### src/rtl/calc_pkg.sv
// Shared encodings for the calculator execute controller: operation codes and FSM states.
package calc_pkg;

  typedef enum logic [1:0] {
    OP_ADD = 2'b00,
    OP_SUB = 2'b01,
    OP_MUL = 2'b10,
    OP_DIV = 2'b11
  } op_t;

  typedef enum logic [1:0] {
    IDLE = 2'b00,
    MUL  = 2'b01,
    DIV  = 2'b10,
    DONE = 2'b11
  } state_t;

endpackage

### src/rtl/calc_muldiv.sv
// Iterative datapath: shift-add multiply and restoring divide, one bit per step.
// Both iterations advance together; the controller picks whichever result its state needs.
module calc_muldiv
  import calc_pkg::*;
#(
  parameter int unsigned WIDTH = 16
) (
  input  logic               clock,
  input  logic               reset,
  input  logic               load,
  input  logic               step,
  input  logic [WIDTH-1:0]   a,
  input  logic [WIDTH-1:0]   b,
  output logic               last,
  output logic [2*WIDTH-1:0] mul_next,
  output logic [WIDTH-1:0]   quot_next
);

  localparam int unsigned CW = $clog2(WIDTH) + 1;

  logic [CW-1:0]      count;
  logic [2*WIDTH-1:0] acc;
  logic [2*WIDTH-1:0] mcand;
  logic [WIDTH-1:0]   mplier;
  logic [WIDTH-1:0]   rem;
  logic [WIDTH-1:0]   quo;
  logic [WIDTH-1:0]   divisor;
  logic [WIDTH:0]     shifted;
  logic [WIDTH:0]     diff;
  logic [WIDTH-1:0]   rem_next;

  // diff[WIDTH] set means the trial subtraction went negative, so restore
  assign mul_next  = acc + (mplier[0] ? mcand : '0);
  assign shifted   = {rem, quo[WIDTH-1]};
  assign diff      = shifted - {1'b0, divisor};
  assign quot_next = {quo[WIDTH-2:0], ~diff[WIDTH]};
  assign rem_next  = diff[WIDTH] ? shifted[WIDTH-1:0] : diff[WIDTH-1:0];
  assign last      = (count == CW'(WIDTH - 1));

  always_ff @(posedge clock) begin
    if (reset) begin
      count   <= '0;
      acc     <= '0;
      mcand   <= '0;
      mplier  <= '0;
      rem     <= '0;
      quo     <= '0;
      divisor <= '0;
    end else if (load) begin
      count   <= '0;
      acc     <= '0;
      mcand   <= {{WIDTH{1'b0}}, a};
      mplier  <= b;
      rem     <= '0;
      quo     <= a;
      divisor <= b;
    end else if (step) begin
      count   <= count + 1'b1;
      acc     <= mul_next;
      mcand   <= mcand << 1;
      mplier  <= mplier >> 1;
      rem     <= rem_next;
      quo     <= quot_next;
    end
  end

endmodule

### src/rtl/calc_exec_ctrl.sv
// Execute controller for the calculator: runs one operation per "equals" press and
// hands the result back to the operand registers with a single completion pulse.
module calc_exec_ctrl
  import calc_pkg::*;
#(
  parameter int unsigned WIDTH = 16
) (
  input  logic             clock,
  input  logic             reset,
  input  logic             start,
  input  logic [1:0]       op,
  input  logic [WIDTH-1:0] operand_a,
  input  logic [WIDTH-1:0] operand_b,
  output logic             busy,
  output logic             done,
  output logic [WIDTH-1:0] result,
  output logic             overflow,
  output logic             div_zero,
  output logic             load_result_A,
  output logic             clear_B
);

  state_t               state;
  state_t               state_next;
  logic                 load;
  logic                 step;
  logic                 last;
  logic [2*WIDTH-1:0]   mul_next;
  logic [WIDTH-1:0]     quot_next;
  logic [WIDTH:0]       sum;
  logic                 accept;

  assign sum    = {1'b0, operand_a} + {1'b0, operand_b};
  assign accept = (state == IDLE) && start;

  calc_muldiv #(.WIDTH(WIDTH)) u_muldiv (
    .clock     (clock),
    .reset     (reset),
    .load      (load),
    .step      (step),
    .a         (operand_a),
    .b         (operand_b),
    .last      (last),
    .mul_next  (mul_next),
    .quot_next (quot_next)
  );

  always_comb begin
    state_next = state;
    load       = 1'b0;
    step       = 1'b0;
    case (state)
      IDLE: begin
        if (start) begin
          case (op_t'(op))
            OP_ADD, OP_SUB: state_next = DONE;
            OP_MUL: begin
              load       = 1'b1;
              state_next = MUL;
            end
            OP_DIV: begin
              if (operand_b == '0) begin
                state_next = DONE;
              end else begin
                load       = 1'b1;
                state_next = DIV;
              end
            end
          endcase
        end
      end
      MUL, DIV: begin
        step = 1'b1;
        if (last) state_next = DONE;
      end
      DONE: state_next = IDLE;
    endcase
  end

  assign busy          = (state != IDLE);
  assign done          = (state == DONE);
  assign load_result_A = done;
  assign clear_B       = done;

  // Result and flags change only on the edge entering DONE, so they stay stable between dones
  always_ff @(posedge clock) begin
    if (reset) begin
      state    <= IDLE;
      result   <= '0;
      overflow <= 1'b0;
      div_zero <= 1'b0;
    end else begin
      state <= state_next;
      if (accept) begin
        case (op_t'(op))
          OP_ADD: begin
            result   <= sum[WIDTH-1:0];
            overflow <= sum[WIDTH];
            div_zero <= 1'b0;
          end
          OP_SUB: begin
            result   <= operand_a - operand_b;
            overflow <= (operand_a < operand_b);
            div_zero <= 1'b0;
          end
          OP_DIV: begin
            if (operand_b == '0) begin
              result   <= '0;
              overflow <= 1'b0;
              div_zero <= 1'b1;
            end
          end
          OP_MUL: ;
        endcase
      end else if (step && last) begin
        overflow <= (state == MUL) ? (|mul_next[2*WIDTH-1:WIDTH]) : 1'b0;
        result   <= (state == MUL) ? mul_next[WIDTH-1:0] : quot_next;
        div_zero <= 1'b0;
      end
    end
  end

endmodule

### config.mk
export PLATFORM = sky130hd
export DESIGN_NAME = calc_exec_ctrl
export DESIGN_NICKNAME = d
export VERILOG_FILES = /design/src/rtl/calc_pkg.sv /design/src/rtl/calc_muldiv.sv /design/src/rtl/calc_exec_ctrl.sv
export SDC_FILE = /design/constraint.sdc
export NUM_CORES = 1
export LEC_CHECK = 0
export ABC_AREA = 1
export CAP_MARGIN = 20
export CORE_MARGIN = 3
export CORE_UTILIZATION = 55
export DETAILED_ROUTE_END_ITERATION = 6
export PLACE_DENSITY = 0.74
export SLEW_MARGIN = 0
export SYNTH_ARGS = -nofsm -noshare
export SYNTH_HDL_FRONTEND = slang
export SYNTH_SLANG_ARGS = --single-unit
### constraint.sdc
create_clock -name clock -period 3.7 [get_ports clock]
set_input_delay 1.11 -clock clock [delete_from_list [all_inputs] [get_ports clock]]
set_output_delay 1.11 -clock clock [all_outputs]
set_load 0.05 [all_outputs]
Yosys cells after proc, flatten, opt, wreduce, memory -nomap -nowiden
Index checks and enable logic that the tools add are counted.
Widths: inputs -> output; s select.
Word-level totals
  register bits after elaboration: 153
  bits in latches: 0
  RAM bits: 0
  bits in read-only memories: 0
  input bits: 37
  logic and storage cells: 78
  memories kept: 0
Cells by class
  $add $sub $neg: 5
  multiply operators: 0
  div/mod/pow operators: 0
  order comparisons: 1
  equality and inequality tests: 12
  shift operators: 0
  mux-type cells: 32
  bitwise operators: 1
  reduce and logical (&&, ||, !) cells: 15
Operators by type and width (count)
  $mux 16: 11
  $pmux 16 s3: 1
  $add 32x32->32: 1
  $mux 32: 1
  $add 16x16->17: 1
  $sub 17x16->17: 1
  $logic_not 16->1: 1
  $lt 16x16->1: 1
  $reduce_or 16->1: 1
  $sub 16x16->16: 1
  $mux 1: 12
  $pmux 2 s3: 2
  $eq 2x2->1 const B: 4
  $reduce_and 3->1: 2
  $reduce_bool 2->1: 3
  $reduce_or 2->1: 3
  $add 5x1->5 const B: 1
  $eq 5x4->1 const B: 1
  $eq 2x1->1 const B: 2
  $logic_not 2->1: 2
  $mux 2: 2
  $ne 2x2->1 const B: 2
  $ne 4x1->1 const B: 1
  $pmux 1 s2: 2
  other kinds (6): 7

Longest topological paths before layout
  depth in word-level cells: 6
  mapped depth: 22
  mapped depth without buffers: 20

Cells and area by module
A second synthesis with hierarchy kept.
Second synthesis, totals
  cell total of the unflattened synthesis: 2032
  area total of the unflattened synthesis: 12240.5 sq um
By module, submodules not included
  calc_muldiv: times used 1, cells an instance 1418, area an instance 8769.7 sq um, seq. area each 2662.6 sq um
  calc_exec_ctrl: times used 1, cells an instance 614, area an instance 3470.8 sq um, seq. area each 400.4 sq um

Worst setup path after synthesis
No wires, ideal clock.
  path kind: in2reg
  from: input port operand_a[0]
  to: register result[8]
  setup time: 125 ps
  data arrival time: 2763 ps
  required time: 3575 ps
  path slack: 812 ps
  stages: 15
  buffers on the path: 0
  cells stage by stage: inv_1 > ha_1 > inv_1 > fa_1 > nand2_1 > nand2_1 > a21oi_1 > nor2_1 > nor2_1 > o21ai_0 > or2_2 > nand3_1 > nand2_1 > nand2_1 > a21oi_1
On the way
  word-level cells in the longest chain between the ends: 3
Ends and longest elaborated chain
  start, declared: RTL line calc_exec_ctrl.sv:12  | input logic [WIDTH-1:0] operand_a,
  $sub 16x16->16 / $add 16x16->17 (equally long branches): RTL line calc_exec_ctrl.sv:102, calc_exec_ctrl.sv:33
  $pmux 16 s3 (*): RTL line calc_exec_ctrl.sv:95  | case (op_t'(op))
  $mux 16 (*): RTL line calc_exec_ctrl.sv:94  | if (accept) begin
  end signal, assigned: RTL line calc_exec_ctrl.sv:97  | result <= sum[WIDTH-1:0];
  end signal, assigned: RTL line calc_exec_ctrl.sv:102  | result <= operand_a - operand_b;
  end signal, assigned: RTL line calc_exec_ctrl.sv:117  | result <= (state == MUL) ? mul_next[WIDTH-1:0] : quot_next;
  end, declared: RTL line calc_exec_ctrl.sv:16  | output logic [WIDTH-1:0] result,
Mark *: on every way between the ends. The rest lies on a longest branch, timed or not.
A chain may end at the register's enable or synchronous reset.

Worst setup path after layout
  from: input port operand_b[0]
  to: register overflow
On the way
  word-level cells in the longest chain between the ends: 3
Ends and longest elaborated chain
  start, declared: RTL line calc_exec_ctrl.sv:13  | input logic [WIDTH-1:0] operand_b,
  $add 16x16->17 (tied with other cells): RTL line calc_exec_ctrl.sv:33  | assign sum = {1'b0, operand_a} + {1'b0, operand_b};
  $pmux 1 s3 / $ne 3x3->1 (equally long branches)
  $mux 1 / $reduce_and 3->1 (equally long branches)
  end signal, assigned: RTL line calc_exec_ctrl.sv:98  | overflow <= sum[WIDTH];
  end signal, assigned: RTL line calc_exec_ctrl.sv:103  | overflow <= (operand_a < operand_b);
  end signal, assigned: RTL line calc_exec_ctrl.sv:116  | overflow <= (state == MUL) ? (|mul_next[2*WIDTH-1:WIDTH]) : 1'b0;
  end, declared: RTL line calc_exec_ctrl.sv:17  | output logic overflow,
Parallel ways exist; a longest one is shown, timed or not.

==> impl_metrics.json <==
{
  "clockRootBuffer": "clkbuf_16",
  "syn_inst": 1858,
  "fin_area_sq_mm": 0.0129,
  "internal-power_mw": 4.28,
  "vias": 11900,
  "synth.net_count": 1983,
  "hold_path.class": "flop to flop",
  "die_y_um": 150,
  "synth_top_area_cell": "dfxtp_1",
  "hold_viol_final": 0,
  "synth.cell_area_sq_mm": 0.0114,
  "dr.pass1.iters": 6,
  "insertion_delay_ps": 430,
  "syn_to_final_growth_pct": 13.3,
  "dr.first_iter.drc_count": 932,
  "clock_power_share_pct": 20.1,
  "wl_per_cell_um": 15.4,
  "track_usage_pct": 30.2,
  "synth_simple_gate_area_share_pct": 30.9,
  "num_rows": 52,
  "switchingPower_mw": 3.91,
  "cts_tree": "yes",
  "grt_max_degree": 87,
  "cap_violations": 0,
  "dpl.hpwl_um": 26400,
  "cp_max_fo": 4,
  "synth_async_sr_flop_share_pct": 0,
  "vias_per_cell": 5.40,
  "finalCriticalPeriod_ps": 3200,
  "synth_top_cell_area_share_pct": 26.8,
  "die_area_sq_mm": 0.0225,
  "slew_viol_final": 0,
  "path_clk_slew_ps": 60,
  "fill_cells": 1993,
  "cts_hold_buf": 0,
  "synth.avg_cell_area_sq_um": 6.15,
  "p_total_mw": 8.19,
  "rsz0062_at_grt": "false",
  "timing.fmax_ghz": 0.313,
  "numCtsBuffers": 17,
  "cts_resized": 0,
  "final_common_cell": "nand2_1",
  "cp-end-kind": "flop",
  "fin_tns_setup_ps": 0,
  "final_cell_mix": "nand2_1 (580), inv_1 (313), dfxtp_1 (153), nor2_1 (128), a21oi_1 (123)",
  "cts_setup_buffers": 0,
  "p_sw_share_pct": 47.8,
  "synth.area.top_cells": "dfxtp_1 (27%), nand2_1 (19%), inv_1 (10%)",
  "irDropWorstVdd_uv": 750,
  "cts_htree_levels": 4,
  "start_util_pct": 56.3,
  "place_inst": 2164,
  "clock_skew_ps": 15.2,
  "synth.ff_latch_count": 153,
  "worst-setup-path-type": "input pin to flop",
  "synth_ff_type": "dfxtp_1",
  "cellLeakagePower_nw": 6.59,
  "synth.mux.area_fraction_pct": 0,
  "grt_antenna_before_repair": 0,
  "final_util_pct": 63.8,
  "rrSetupSlack_ps": 630,
  "tightest_slew_ps": 920,
  "nets": 2038,
  "grt_pass1_wl_um": 54500,
  "yosysSeqAreaShare_pct": 26.8,
  "synth_compound_gate_area_share_pct": 16.6,
  "combPwrFrac_pct": 53.2,
  "drc": 0,
  "status": "complete, no violations",
  "yosys_warnings": 0,
  "place_congestion": 0.999,
  "power.share.sequential_pct": 26.7,
  "synth_top_family_by_area": "simple AND/OR/NAND/NOR gates",
  "power_density_mw_per_mm2": 633,
  "timing.final.crit_share_pct": 86.4,
  "synthAdderAreaFrac_pct": 9.90,
  "ant_nets": 0,
  "synthXorXnorAreaFrac_pct": 2.38,
  "die_w_um": 150,
  "first_global_vias": 10900,
  "cts_buffer_depth": 2,
  "clock_sink_count": 153,
  "grt_overflow": 0,
  "diodes": 0,
  "final_cells": 2196,
  "core-area_sq_mm": 0.0203,
  "layout-drive-gt1-share_pct": 5.40,
  "startpoint_type": "input pin",
  "required_ps": 4050,
  "synth_edf_count": 0,
  "io_buffers": 58,
  "synth_cell_types": 47,
  "postPlaceCellArea_sq_mm": 0.0124,
  "cp.arrival_ps": 3550,
  "slew_headroom_pct": 38.7,
  "finalSetupViolCount": 0,
  "ios": 59,
  "routed_wirelength_um": 33900
}
==> flip-flops by register name, summed over array words and instances (netlist names) <==
name	flops
u_muldiv.divisor	16
overflow	1
u_muldiv.mplier	16
u_muldiv.quo	16
u_muldiv.rem	16
u_muldiv.count	5
state	2
u_muldiv.mcand	32
u_muldiv.acc	32
div_zero	1
result	16
==> per-layer routing <==
metal	vias to the layer above	track usage (%)	share of wire [%]
met5	-	0	0
met4	0	11.0	3.4
met3	66	3.91	5.8
met2	361	49.4	46
met1	5402	40.9	45
li1	6023	-	-
==> area by class of cell <==
| cell class | instances | area (sq um) | share of cell area, % |
|---|---|---|---|
| Clock buffer | 18 | 429 | 3.32 |
| Clock inverter | 14 | 114 | 0.880 |
| Inverter | 324 | 1220 | 9.40 |
| Multi-Input combinational cell | 1313 | 6840 | 52.8 |
| Sequential cell | 153 | 3060 | 23.7 |
| Tap cell | 270 | 338 | 2.61 |
| Timing Repair Buffer | 104 | 946 | 7.31 |
==> through the flow <==
step                hold WS, ps  worst slack, ps
finish                      465              504
global route                483              321
CTS                         464              547
detailed placement          455             88.3
global placement            448              118
floorplan                   441              812
==> worst max-delay path, cell delays in order <==
cell             delay, ps
clkdlybuf4s50_1        560
ha_1                   210
inv_1                   70
fa_1                   400
nor2_1                 100
o21ai_0                 80
nand2_1                110
a21oi_1                100
o21ai_0                300
nand3_1                110
nand2_1                 90
nand2_1                 50
nand2_1                 60
a21oi_1                 60
a21oi_1                150
==> logic make-up after synthesis <==
kind of cell / after synthesis
AOI/OAI and AO/OA: 329
xor gates and xnor gates: 31
and+or+nand+nor: 865
DFF: 153
buffers and inverters: 392
adders and majority gates: 88
==> path summary, 6_finish.rpt <==
| check | cells after the start | end | from |
|---|---|---|---|
| max | 15 | overflow$_SDFFE_PP0P_ | operand_b[0] |
| min | 2 | u_muldiv.count[4]$_SDFFE_PP0N_ | u_muldiv.count[4]$_SDFFE_PP0N_ |
| max reg2reg | 19 | overflow$_SDFFE_PP0P_ | u_muldiv.mplier[0]$_SDFFE_PP0P_ |
| min reg2reg | 2 | u_muldiv.count[4]$_SDFFE_PP0N_ | u_muldiv.count[4]$_SDFFE_PP0N_ |
==> Yosys cell counts, types with 15 or more instances <==
library cell,instances
nand2_1,581
inv_1,313
dfxtp_1,153
nor2_1,128
a21oi_1,123
nand3_1,108
ha_1,84
o21ai_0,80
clkbuf_1,39
o211ai_1,39
a31oi_1,31
buf_2,18
o22ai_1,18
xnor2_1,16
xor2_1,15
==> power by group through the flow <==
stage / sequential, mW / clock (mW) / combinational, mW
final: 2.19 / 1.64 / 4.36
after global routing: 2.22 / 1.73 / 4.85
after detailed placement: 2.21 / 0 / 4.28
after CTS: 2.18 / 1.67 / 4.32
after floorplan: 2.33 / 0 / 3.02
after global placement: 2.21 / 0 / 4.23
Note: power is estimated with default switching activity, not from simulation.
==> edit (config.mk and constraints unchanged) <==
Put a register stage on the outputs `busy`, `load_result_A` and `clear_B`, cleared by the reset. The values now appear one clock later. The other outputs are not delayed to match.
--- a/src/rtl/calc_exec_ctrl.sv
+++ b/src/rtl/calc_exec_ctrl.sv
@@ -78,8 +78,16 @@
   end
 
-  assign busy          = (state != IDLE);
   assign done          = (state == DONE);
-  assign load_result_A = done;
-  assign clear_B       = done;
+  always_ff @(posedge clock) begin
+    if (reset) begin
+      busy          <= '0;
+      load_result_A <= '0;
+      clear_B       <= '0;
+    end else begin
+      busy          <= (state != IDLE);
+      load_result_A <= done;
+      clear_B       <= done;
+    end
+  end
 
   // Result and flags change only on the edge entering DONE, so they stay stable between dones
Formal check against the unedited RTL: not equivalent (a bounded check fails within 4 cycles, from zero or initial values and one cycle with reset high).
==> edit against the original RTL <==
- area after synthesis up 0.94%
- sequential cell count up 2
- critical path depth down 1
- count of clock-buffer cells in the layout unchanged
- via count down 1.2%
- final area down 0.14%
- routed wire length up 1.7%
- hold slack better by 0.0013 ns
- critical path type unchanged
- global-route usage up 0.21 points
- power about the same
- die area up 0.90%
- synthesized cell count up 0.81%
- setup slack worse by 0.0048 ns
==> edit: results (changes against the original RTL) <==
stage,metric,value,unit,change
cts,clk_pin_slew,0.07,ns,
power,p_leak,6.67,nW,was 6.59 nW
min_path,min_path_cells,2,,unchanged
placement,numPortBuffers,58,,unchanged
timing,fin_worst_skew,0.0165,ns,was 0.0152 ns
cts,post_cts_buffers,0,,unchanged
global_route,grt_pass1_wl,54600,um,was 54500 um
drt,dr.pass1.iters,6,,unchanged
power,p_per_area,634,nW/um^2,was 633 nW/um^2
cells_and_area,drive_above_1_share,5.03,%,was 5.40%
timing,holdWs,0.467,ns,was 0.465 ns
worst_setup_path,cp_max_fo,5,,was 4
cts,clock_latency,0.44,ns,
global_route,first_global_vias,10600,,was 10900
cells_and_area,nFillCells,2008,,was 1993
worst_setup_path,cpMaxStageDelayCell,clkdlybuf4s50_1,,unchanged
cells_and_area,nets,2039,,was 2038
logic_synthesis,ys_top_cells_by_area,"dfxtp_1 27%, nand2_1 19%, inv_1 11%",,"was dfxtp_1 27%, nand2_1 19%, inv_1 10%"
status,status,completed,,unchanged
worst_setup_path,reg2reg_depth,11,,was 19
cts,cts_buffer_depth,2,,unchanged
global_route,antenna_found_initial,0,,unchanged
min_path,hp-class,flop to flop,,unchanged
min_path,worstHoldStart,u_muldiv.mcand[31],,was u_muldiv.count[4]
global_route,track_usage,30.4,%,was 30.2%
logic_synthesis,async_flop_share,0,%,unchanged
drt,via_count,11700,,was 11900
power,power_clock,1.77,mW,was 1.64 mW
min_path,min_to,u_muldiv.mcand[31],,was u_muldiv.count[4]
placement,gp_congestion,0.963,,was 0.999
power,switchingPower,3.92,mW,was 3.91 mW
logic_synthesis,synth-warning-count,0,,unchanged
logic_synthesis,synth_cell_type_count,47,,unchanged
logic_synthesis,ys_seq_area_share,26.9,%,was 26.8%
cts,cts_buffers,17,,unchanged
drt,drtIter0Drc,846,,was 932
worst_setup_path,regToRegEndpoint,u_muldiv.rem[3],,was overflow
power,powerSeq,2.21,mW,
cts,ctsRootBufferMaster,clkbuf_16,,unchanged
power,worst_ir_drop_vdd,0.682,mV,was 0.750 mV
cts,cts_resized,0,,unchanged
cells_and_area,n_antenna_cell,0,,unchanged
global_route,grt_max_degree,81,,was 87
worst_setup_path,crit_top_cell,nand3_1,,was nand2_1
logic_synthesis,ys_top_cells_by_count,"593 x nand2_1, 332 x inv_1, 155 x dfxtp_1",,"was 581 x nand2_1, 313 x inv_1, 153 x dfxtp_1"
cts,htreeDepth,4,,unchanged
drt,wl,34500,um,was 33900 um
timing,worstMarginPinSlew,0.875,ns,was 0.920 ns
worst_setup_path,timing.rr.start,u_muldiv.quo[15],,was u_muldiv.mplier[0]
worst_setup_path,ff2ff_setup_slack,0.71,ns,was 0.63 ns
worst_setup_path,cp_data_arrival_time,3.49,ns,was 3.55 ns
cells_and_area,top_regs,"u_muldiv.acc x32, u_muldiv.mcand x32",,unchanged
placement,dp_hpwl,26900,um,was 26400 um
worst_setup_path,cpLargestDelayFamily,simple AND/OR/NAND/NOR gates,,was compound AO/OA/AOI/OAI gates
worst_setup_path,slowest_delay,0.55,ns,
## edit: cells by family (layout without fill, tap and decap cells)
logic type,count (synthesis),in the layout,share of synthesized area [%]
compound gates,320,320,16.2
xor+xnor,32,32,2.43
fa+ha+maj,88,88,9.81
buf+inv,412,466,14.2
flops,155,155,26.9
simple gates,866,866,30.5
## edit: per-layer routing
layer / up-vias / share of wire, % / track usage [%]
met5: - / 0 / 0
met1: 5291 / 46 / 41.6
met3: 51 / 6.3 / 4.67
li1: 5983 / - / -
met2: 385 / 46 / 49.7
met4: 0 / 2.5 / 9.11
## edit: worst max-delay path by stage
stage	from	to	slack (ns)	cells past startpoint
after floorplan	operand_a[0]	result[8]	0.84	15
after global placement	operand_b[8]	result[14]	0.13	12
after detailed placement	operand_b[0]	result[8]	0.11	15
after CTS	operand_b[0]	result[8]	0.56	15
after global routing	operand_b[8]	result[15]	0.19	14
final	operand_b[0]	result[14]	0.50	14
## edit: area by class of cell
class | instances | area (sq um) | share of cell area, %
Inverter | 345 | 1300 | 10.1
Clock buffer | 18 | 429 | 3.32
Sequential cell | 155 | 3100 | 24.0
Multi-Input combinational cell | 1306 | 6790 | 52.5
Tap cell | 270 | 338 | 2.61
Timing Repair Buffer | 89 | 808 | 6.25
Clock inverter | 14 | 155 | 1.20
## edit: per-stage QoR
stage | utilization, % | area [sq um] | worst slack, ns | std cells
after floorplan | - | 11500 | 0.842 | 1873
final | 63.3 | 12900 | 0.499 | 2197
after global placement | 60.4 | 12300 | 0.126 | 2165
after CTS | 63.3 | 12900 | 0.562 | 2197
after global routing | 63.3 | 12900 | 0.186 | 2197
after detailed placement | 60.4 | 12300 | 0.108 | 2165
